File: src/rtl/scan_chain_responder.sv
// One element of the multi-project scan chain: synchronises the chain signals into clk,
// shifts/captures a WIDTH-bit register, latches it to the user design, and forwards the chain.
module scan_chain_responder #(
   parameter int WIDTH       = 8,
   parameter int SYNC_STAGES = 2
) (
   input  logic             clk,
   input  logic             reset,
   input  logic             scan_clk_in,
   input  logic             scan_data_in,
   input  logic             scan_select_in,
   input  logic             latch_enable_in,
   output logic             scan_clk_out,
   output logic             scan_data_out,
   output logic             scan_select_out,
   output logic             latch_enable_out,
   output logic [WIDTH-1:0] module_data_in,
   input  logic [WIDTH-1:0] module_data_out,
   output logic [7:0]       shift_count
);

   localparam int LAST = SYNC_STAGES - 1;

   logic [SYNC_STAGES-1:0] clk_sync_q, clk_sync_d;
   logic [SYNC_STAGES-1:0] data_sync_q, data_sync_d;
   logic [SYNC_STAGES-1:0] sel_sync_q, sel_sync_d;
   logic [SYNC_STAGES-1:0] latch_sync_q, latch_sync_d;
   logic                   clk_prev_q, clk_prev_d;
   logic                   latch_prev_q, latch_prev_d;
   logic [WIDTH-1:0]       shift_reg_q, shift_reg_d;
   logic [WIDTH-1:0]       data_in_q, data_in_d;
   logic [7:0]             shift_count_q, shift_count_d;

   logic clk_s, data_s, sel_s, latch_s;
   logic clk_rise, latch_rise;

   // All four chain signals share the same depth so data/select stay aligned with the clock sample.
   assign clk_s   = clk_sync_q[LAST];
   assign data_s  = data_sync_q[LAST];
   assign sel_s   = sel_sync_q[LAST];
   assign latch_s = latch_sync_q[LAST];

   assign clk_rise   = clk_s & ~clk_prev_q;
   assign latch_rise = latch_s & ~latch_prev_q;

   always_comb begin
      clk_sync_d    = {clk_sync_q[LAST-1:0], scan_clk_in};
      data_sync_d   = {data_sync_q[LAST-1:0], scan_data_in};
      sel_sync_d    = {sel_sync_q[LAST-1:0], scan_select_in};
      latch_sync_d  = {latch_sync_q[LAST-1:0], latch_enable_in};
      clk_prev_d    = clk_s;
      latch_prev_d  = latch_s;
      shift_reg_d   = shift_reg_q;
      data_in_d     = data_in_q;
      shift_count_d = shift_count_q;

      if (clk_rise) begin
         if (sel_s) begin
            shift_reg_d = module_data_out;
         end else begin
            shift_reg_d = {shift_reg_q[WIDTH-2:0], data_s};
            if (shift_count_q != 8'hFF) begin
               shift_count_d = shift_count_q + 8'd1;
            end
         end
      end

      // A coincident latch sees the pre-shift register and overrides the count.
      if (latch_rise) begin
         data_in_d     = shift_reg_q;
         shift_count_d = 8'd0;
      end
   end

   always_ff @(posedge clk) begin
      if (reset) begin
         clk_sync_q    <= '0;
         data_sync_q   <= '0;
         sel_sync_q    <= '0;
         latch_sync_q  <= '0;
         clk_prev_q    <= 1'b0;
         latch_prev_q  <= 1'b0;
         shift_reg_q   <= '0;
         data_in_q     <= '0;
         shift_count_q <= 8'd0;
      end else begin
         clk_sync_q    <= clk_sync_d;
         data_sync_q   <= data_sync_d;
         sel_sync_q    <= sel_sync_d;
         latch_sync_q  <= latch_sync_d;
         clk_prev_q    <= clk_prev_d;
         latch_prev_q  <= latch_prev_d;
         shift_reg_q   <= shift_reg_d;
         data_in_q     <= data_in_d;
         shift_count_q <= shift_count_d;
      end
   end

   assign scan_clk_out     = clk_s;
   assign scan_select_out  = sel_s;
   assign latch_enable_out = latch_s;
   assign scan_data_out    = shift_reg_q[WIDTH-1];
   assign module_data_in   = data_in_q;
   assign shift_count      = shift_count_q;

endmodule

File: config.mk
export PLATFORM = sky130hd
export DESIGN_NAME = scan_chain_responder
export DESIGN_NICKNAME = d
export VERILOG_FILES = /design/src/rtl/scan_chain_responder.sv
export SDC_FILE = /design/constraint.sdc
export NUM_CORES = 1
export LEC_CHECK = 0
export ABC_AREA = 1
export CORE_UTILIZATION = 43
export DETAILED_ROUTE_END_ITERATION = 10
export PLACE_DENSITY_LB_ADDON = 0.12
export SYNTH_ARGS = -nofsm -noshare
export SYNTH_HDL_FRONTEND = slang
export SYNTH_SLANG_ARGS = --single-unit
File: constraint.sdc
create_clock -name clk -period 1.2 [get_ports clk]
set_input_delay 0.24 -clock clk [delete_from_list [all_inputs] [get_ports clk]]
set_output_delay 0.24 -clock clk [all_outputs]
set_load 0.05 [all_outputs]
==> run metrics, run 1 <==
max-slew violation count=0; most frequent cells in the layout=38 x nand2_1, 33 x nor2_1, 23 x dfxtp_1; kind of start point of the critical path=flip-flop; synth-to-layout area growth=57.8%; violated checks=negative setup slack; fraction of final layout cells sized beyond drive strength 1=between 20 and 30%; share of the core filled with cells in the final layout=72.0%; part of the total power dissipated in the clock network=28.8%; shortest clock period the worst path allows after layout=1.21 ns; number of buffers between clock root and the deepest sink=2; Critical Path End Type=output pin; final wirelength=between 3 and 4 mm; fraction of power spent switching nets=27.0%; average wire length per cell after detail routing=around 11 um; detail-routed via count per cell=4.80; die boundary width=58.9 um; part of the power in registers=around 54%; P_leak=0.000919 uW; routability congestion estimate from global placement=0.787; sequential fraction of the synthesis area=around 49%; number of buffer cells added on primary ports=33; WP buf/inv=2; worst hold slack=0.406 ns; antenna cell count=0; run status=finished, violations left; starting density of the core=around 46%; HPWL after detailed placement=roughly 2.3 mm; Final Setup Violations=2; final layout net count=249; Die Y-Extent=roughly 60 um; Min-Delay Path Class=flip-flop to flip-flop; root buf cell=clkbuf_4; minimum setup slack in the final design=-0.00669 ns; maxcap violations=0; maximum level of the CTS H-tree=2; Pwr per Cell Area=about 1000 nW/um^2; number of antenna violations at the first check in global routing=0; most common cell after layout, fill and taps aside=nand2_1; total grt overflow=0; hold violation count in the final report=0; Synth Instances=187; Clk pin slew, worst setup/hold paths=0.10 ns; total clock buffers created by CTS=5; slowest stage cell, crit path=dfxtp_4; cell area after technology mapping=1390 um^2; first drt pass iteration count=4; DRC=0; wire length of the first global-routing pass=about 5.4 mm; reported net switching power=610 uW; data required time of the worst path=between 0.9 and 1 ns; clk sinks=34; Yosys reg bits=34; later-pin clock latency in the skew report=between 0.3 and 0.4 ns; endpoint arrival time on the critical path=approximately 0.97 ns; ratio of final minimum period to clock period=101%; die area=roughly 3500 um^2; PnR Total Power=2260 uW; kind of critical path=flip-flop to output pin; actual slew at the worst max-slew pin=0.230 ns; Largest stage delay, worst path=0.37 ns; total global-route track usage=21.2%; total via count in the routed design=1338; warnings from Yosys=0; area inside the core boundary=3050 um^2; highest attainable clock frequency=0.829 GHz; Worst path top cell family by delay=flip-flops; CP cell instances=buf_6 -> buf_12; antenna violation net count after detailed routing=0; vias in the first global route=1283; Rows=20; CTS tree=built; worst slew margin relative to its limit=84.5%; part of the total power dissipated in combinational logic=17.4%; hold-fix buffer count after cts=0; unrepaired setup endpoints after global routing=true; total nets after synthesis=between 200 and 250; Max VDD drop=0.636 mV; number of distinct library cells after synthesis=23; post-placement setup slack=-0.0694 ns; largest net degree at the start of global routing=17; I/O pin total=34; cell internal power dissipation=roughly 1700 uW; syn avg cell area=around 7.4 um^2; maximum clock skew at final layout=0.00519 ns; setup tns final=-0.0106 ns; maximum fanout along the worst path=4; Initial DRC Count=37
sequential cells by signal, indices dropped and copies added, names as in the netlist:
name,count
sel_sync_q,2
clk_prev_q,1
shift_reg_q,8
shift_count,8
latch_sync_q,2
latch_prev_q,1
clk_sync_q,2
data_sync_q,2
module_data_in,8
routing by layer:
layer | vias up | GRT usage, % | wire [um] | share of wire (%)
met5 | - | 0 | 0 | 0
li1 | 688 | - | - | -
met1 | 609 | 24.4 | 1370 | 44
met2 | 36 | 35.7 | 1570 | 50
met4 | 0 | 8.16 | 42 | 1.3
met3 | 5 | 7.91 | 166 | 5.3
final timing paths:
kind                  startpoint  slack [ns]  cells after the start              to
setup reg to reg  shift_count[1]        0.04                      7  shift_count[0]
setup / recovery  shift_count[0]      -0.007                      2  shift_count[0]
hold reg to reg    sel_sync_q[0]        0.41                      2   sel_sync_q[1]
hold / removal     sel_sync_q[0]        0.41                      2   sel_sync_q[1]
power groups by stage:
stage               clock network, uW  logic, uW  registers, uW
finish                            652        395           1220
global route                      731        423           1220
CTS                               667        389           1220
detailed placement                  0        380           1240
global placement                    0        372           1240
floorplan                           0        103           1310
what timing repair did:
action	in CTS	in global routing
resized for setup	4	8
gates cloned	0	0
pin swaps	0	5
endpoints found under the setup margin	5	11
buffers inserted	1	1
layout make-up:
cell class / count / area [um^2]
clock buffers: 7 / 55.1
clock inverters: 1 / 5.00
fillers: 265 / 856
inverters: 23 / 93.8
multi-input cells: 126 / 649
flip-flops and latches: 34 / 702
well taps: 44 / 55.1
repair buffers: 44 / 637
synthesized netlist by cell type:
master | number | area share [%]
ha_1 | 1 | 0.90
buf_2 | 2 | 0.72
nor2_4 | 2 | 1.6
xor2_1 | 1 | 0.63
nand2_4 | 2 | 1.6
a21oi_1 | 5 | 1.8
nand3_1 | 7 | 2.5
inv_2 | 4 | 1.1
o21ai_1 | 2 | 0.72
buf_4 | 1 | 0.54
a21oi_2 | 1 | 0.63
nand3_2 | 1 | 0.72
inv_4 | 1 | 0.45
a31oi_1 | 8 | 3.6
o21bai_1 | 1 | 0.54
nand2_1 | 39 | 11
nor2_1 | 36 | 9.7
o21ai_0 | 16 | 5.8
clkbuf_1 | 1 | 0.27
nand3b_1 | 2 | 1.1
inv_1 | 18 | 4.9
dfxtp_1 | 34 | 49
nor2_2 | 2 | 0.90
metrics by stage:
step,instances,instance area [um^2]
final,279,2200
after global routing,279,2200
after CTS,278,2160
after detailed placement,269,2080
after global placement,269,2080
after floorplan,187,1440
tightest hold or removal path, cell delays in order, from the launching register on:
cell and delay [ns]:
dfxtp_1 0.31, inv_1 0.04, nor2_1 0.03
cell families after synthesis:
logic type	Yosys count	synth area share [%]
xor+xnor	1	0.629
buf+inv	27	7.91
compound gates	33	13.0
fa+ha+maj	1	0.898
flops	34	48.9
simple gates	91	28.7
Power figures use the tool's default switching activity.
==> inputs of run 2 (changes only) <==
Settings changed: RECOVER_POWER from default to 50, SETUP_SLACK_MARGIN from default to 0.1.
==> run 2 against run 1 <==
Effect of this change: the run still ends with negative setup slack left; power is 12% higher; clock skew is essentially flat; critical path depth increased by 6; highest routed layer unchanged.
==> run metrics, run 2 (synthesis results as in run 1) <==
shortest clock period the worst path allows after layout=approximately 1.2 ns; worst reg2reg path startpoint=shift_count[0]; routability congestion estimate from global placement=0.806; minimum setup slack in the final design=-0.0224 ns; most frequent cells in the layout=33 x nand2_1, 29 x nor2_1, 21 x buf_12; later-pin clock latency in the skew report=0.33 ns; P_leak=0.000968 uW; maximum fanout along the worst path=7; antenna violation net count after detailed routing=0; fraction of final layout cells sized beyond drive strength 1=around 39%; total grt overflow=0; maximum level of the CTS H-tree=2; post-placement setup slack=-0.178 ns; number of buffers between clock root and the deepest sink=2; first drt pass iteration count=4; cell type with the highest occurrence count on the critical path=nand2_4; capture instance of the worst register-to-register path=shift_count[4]; beginning of the worst hold path=clk_sync_q[0]; data required time of the worst path=~1.5 ns; number of antenna violations at the first check in global routing=0; run status=finished, violations left; maximum clock skew at final layout=0.00543 ns; starting density of the core=45.6%; kind of start point of the critical path=flip-flop; clk sinks=34; final layout net count=255; PnR Total Power=2530 uW; DRC=0; endpoint arrival time on the critical path=about 1.5 ns; root buf cell=clkbuf_4; total clock buffers created by CTS=5; Largest stage delay, worst path=around 0.39 ns; largest net degree at the start of global routing=17; share of the core filled with cells in the final layout=between 70% and 80%; unrepaired setup endpoints after global routing=true; most common cell after layout, fill and taps aside=nand2_1; Die Y-Extent=58.9 um; die area=3470 um^2; slowest stage cell, crit path=dfxtp_4; Pwr per Cell Area=1090 nW/um^2; R2R Setup Slk=-0.02 ns; detail-routed via count per cell=4.85; Critical Path End Type=flip-flop; actual slew at the worst max-slew pin=0.438 ns; Initial DRC Count=40; wire length of the first global-routing pass=5.46 mm; highest attainable clock frequency=0.818 GHz; final non-filler cell total=285; worst min-delay path endpoint=clk_sync_q[1]; die boundary width=58.9 um; vias in the first global route=1292; kind of critical path=flip-flop to flip-flop; worst hold slack=0.398 ns; Final Setup Violations=2; I/O pin total=34; max-slew violation count=0; maxcap violations=0; cell total after placement=267; violated checks=negative setup slack; worst reg2reg path depth=8; HPWL after detailed placement=between 2 and 2.5 mm; area inside the core boundary=3050 um^2; Min-Delay Path Class=flip-flop to flip-flop; final wirelength=3.29 mm; total global-route track usage=21.3%; average wire length per cell after detail routing=11.5 um; antenna cell count=0; CTS tree=built; synth-to-layout area growth=66.1%; worst slew margin relative to its limit=70.8%; hold violation count in the final report=0; hold-fix buffer count after cts=0; hold depth=2; Worst path top cell family by delay=flip-flops; WP buf/inv=1; total via count in the routed design=~1.4k; CP cell instances=ha_4 -> nand2_4 -> nor2_4 -> nand2_4 -> buf_4 -> nand2_2 -> nand2_1 -> a21oi_1; Max VDD drop=0.952 mV; number of buffer cells added on primary ports=33; Rows=20; ratio of final minimum period to clock period=102%; Clk pin slew, worst setup/hold paths=0.10 ns
run 2: worst reg2reg max path, stage by stage (launching register included):
cell and delay, ns:
dfxtp_4 0.39, ha_4 0.16, nand2_4 0.06, nor2_4 0.10, nand2_4 0.10, buf_4 0.15
nand2_2 0.05, nand2_1 0.05, a21oi_1 0.11
run 2: per-stage QoR:
| stage | area, um^2 | TNS, ns |
|---|---|---|
| finish | 2310 | -0.0302 |
| global route | 2310 | -0.317 |
| CTS | 2260 | -0.0412 |
| detailed placement | 2080 | -0.887 |
| global placement | 2080 | -0.213 |
| floorplan | 1450 | -0.0360 |
run 2: worst max-delay path by stage:
stage                     cells past startpoint           start  slack (ns)        endpoint
after floorplan                               8  shift_count[1]       -0.04  shift_count[1]
after global placement                        5           reset       -0.13  shift_count[1]
after detailed placement                      5           reset       -0.18  shift_count[1]
after CTS                                     2  shift_count[1]       -0.02  shift_count[1]
after global routing                          7  shift_count[0]       -0.09  shift_count[1]
final                                         8  shift_count[0]       -0.02  shift_count[4]
run 2: report_power, final:
group / leakage, uW / internal, uW / switching [uW]
Clock: 0.0000510 / 558 / 372
Sequential: 0.000290 / 1160 / 44.0
Combinational: 0.000627 / 195 / 198
run 2: timing repair:
action,4_1_cts,5_1_grt
buffers inserted,6,4
setup endpoints to repair,28,25
pin swaps,2,10
gates resized for setup,19,12
gates cloned,0,0
run 2: metal layers:
layer	track usage, %	vias up	part of all wire (%)
met4	10.9	0	1.9
met2	34.9	33	52
met3	6.15	6	3.5
met1	25.4	640	43
li1	-	702	-
met5	0	-	0
run 2: area by class of cell:
class	instances	area, um^2
multi-input cells	126	673
fillers	236	739
inverters	23	88.8
repair buffers	50	669
clock buffers	6	62.6
well taps	44	55.1
clock inverters	2	33.8
flip-flops and latches	34	731
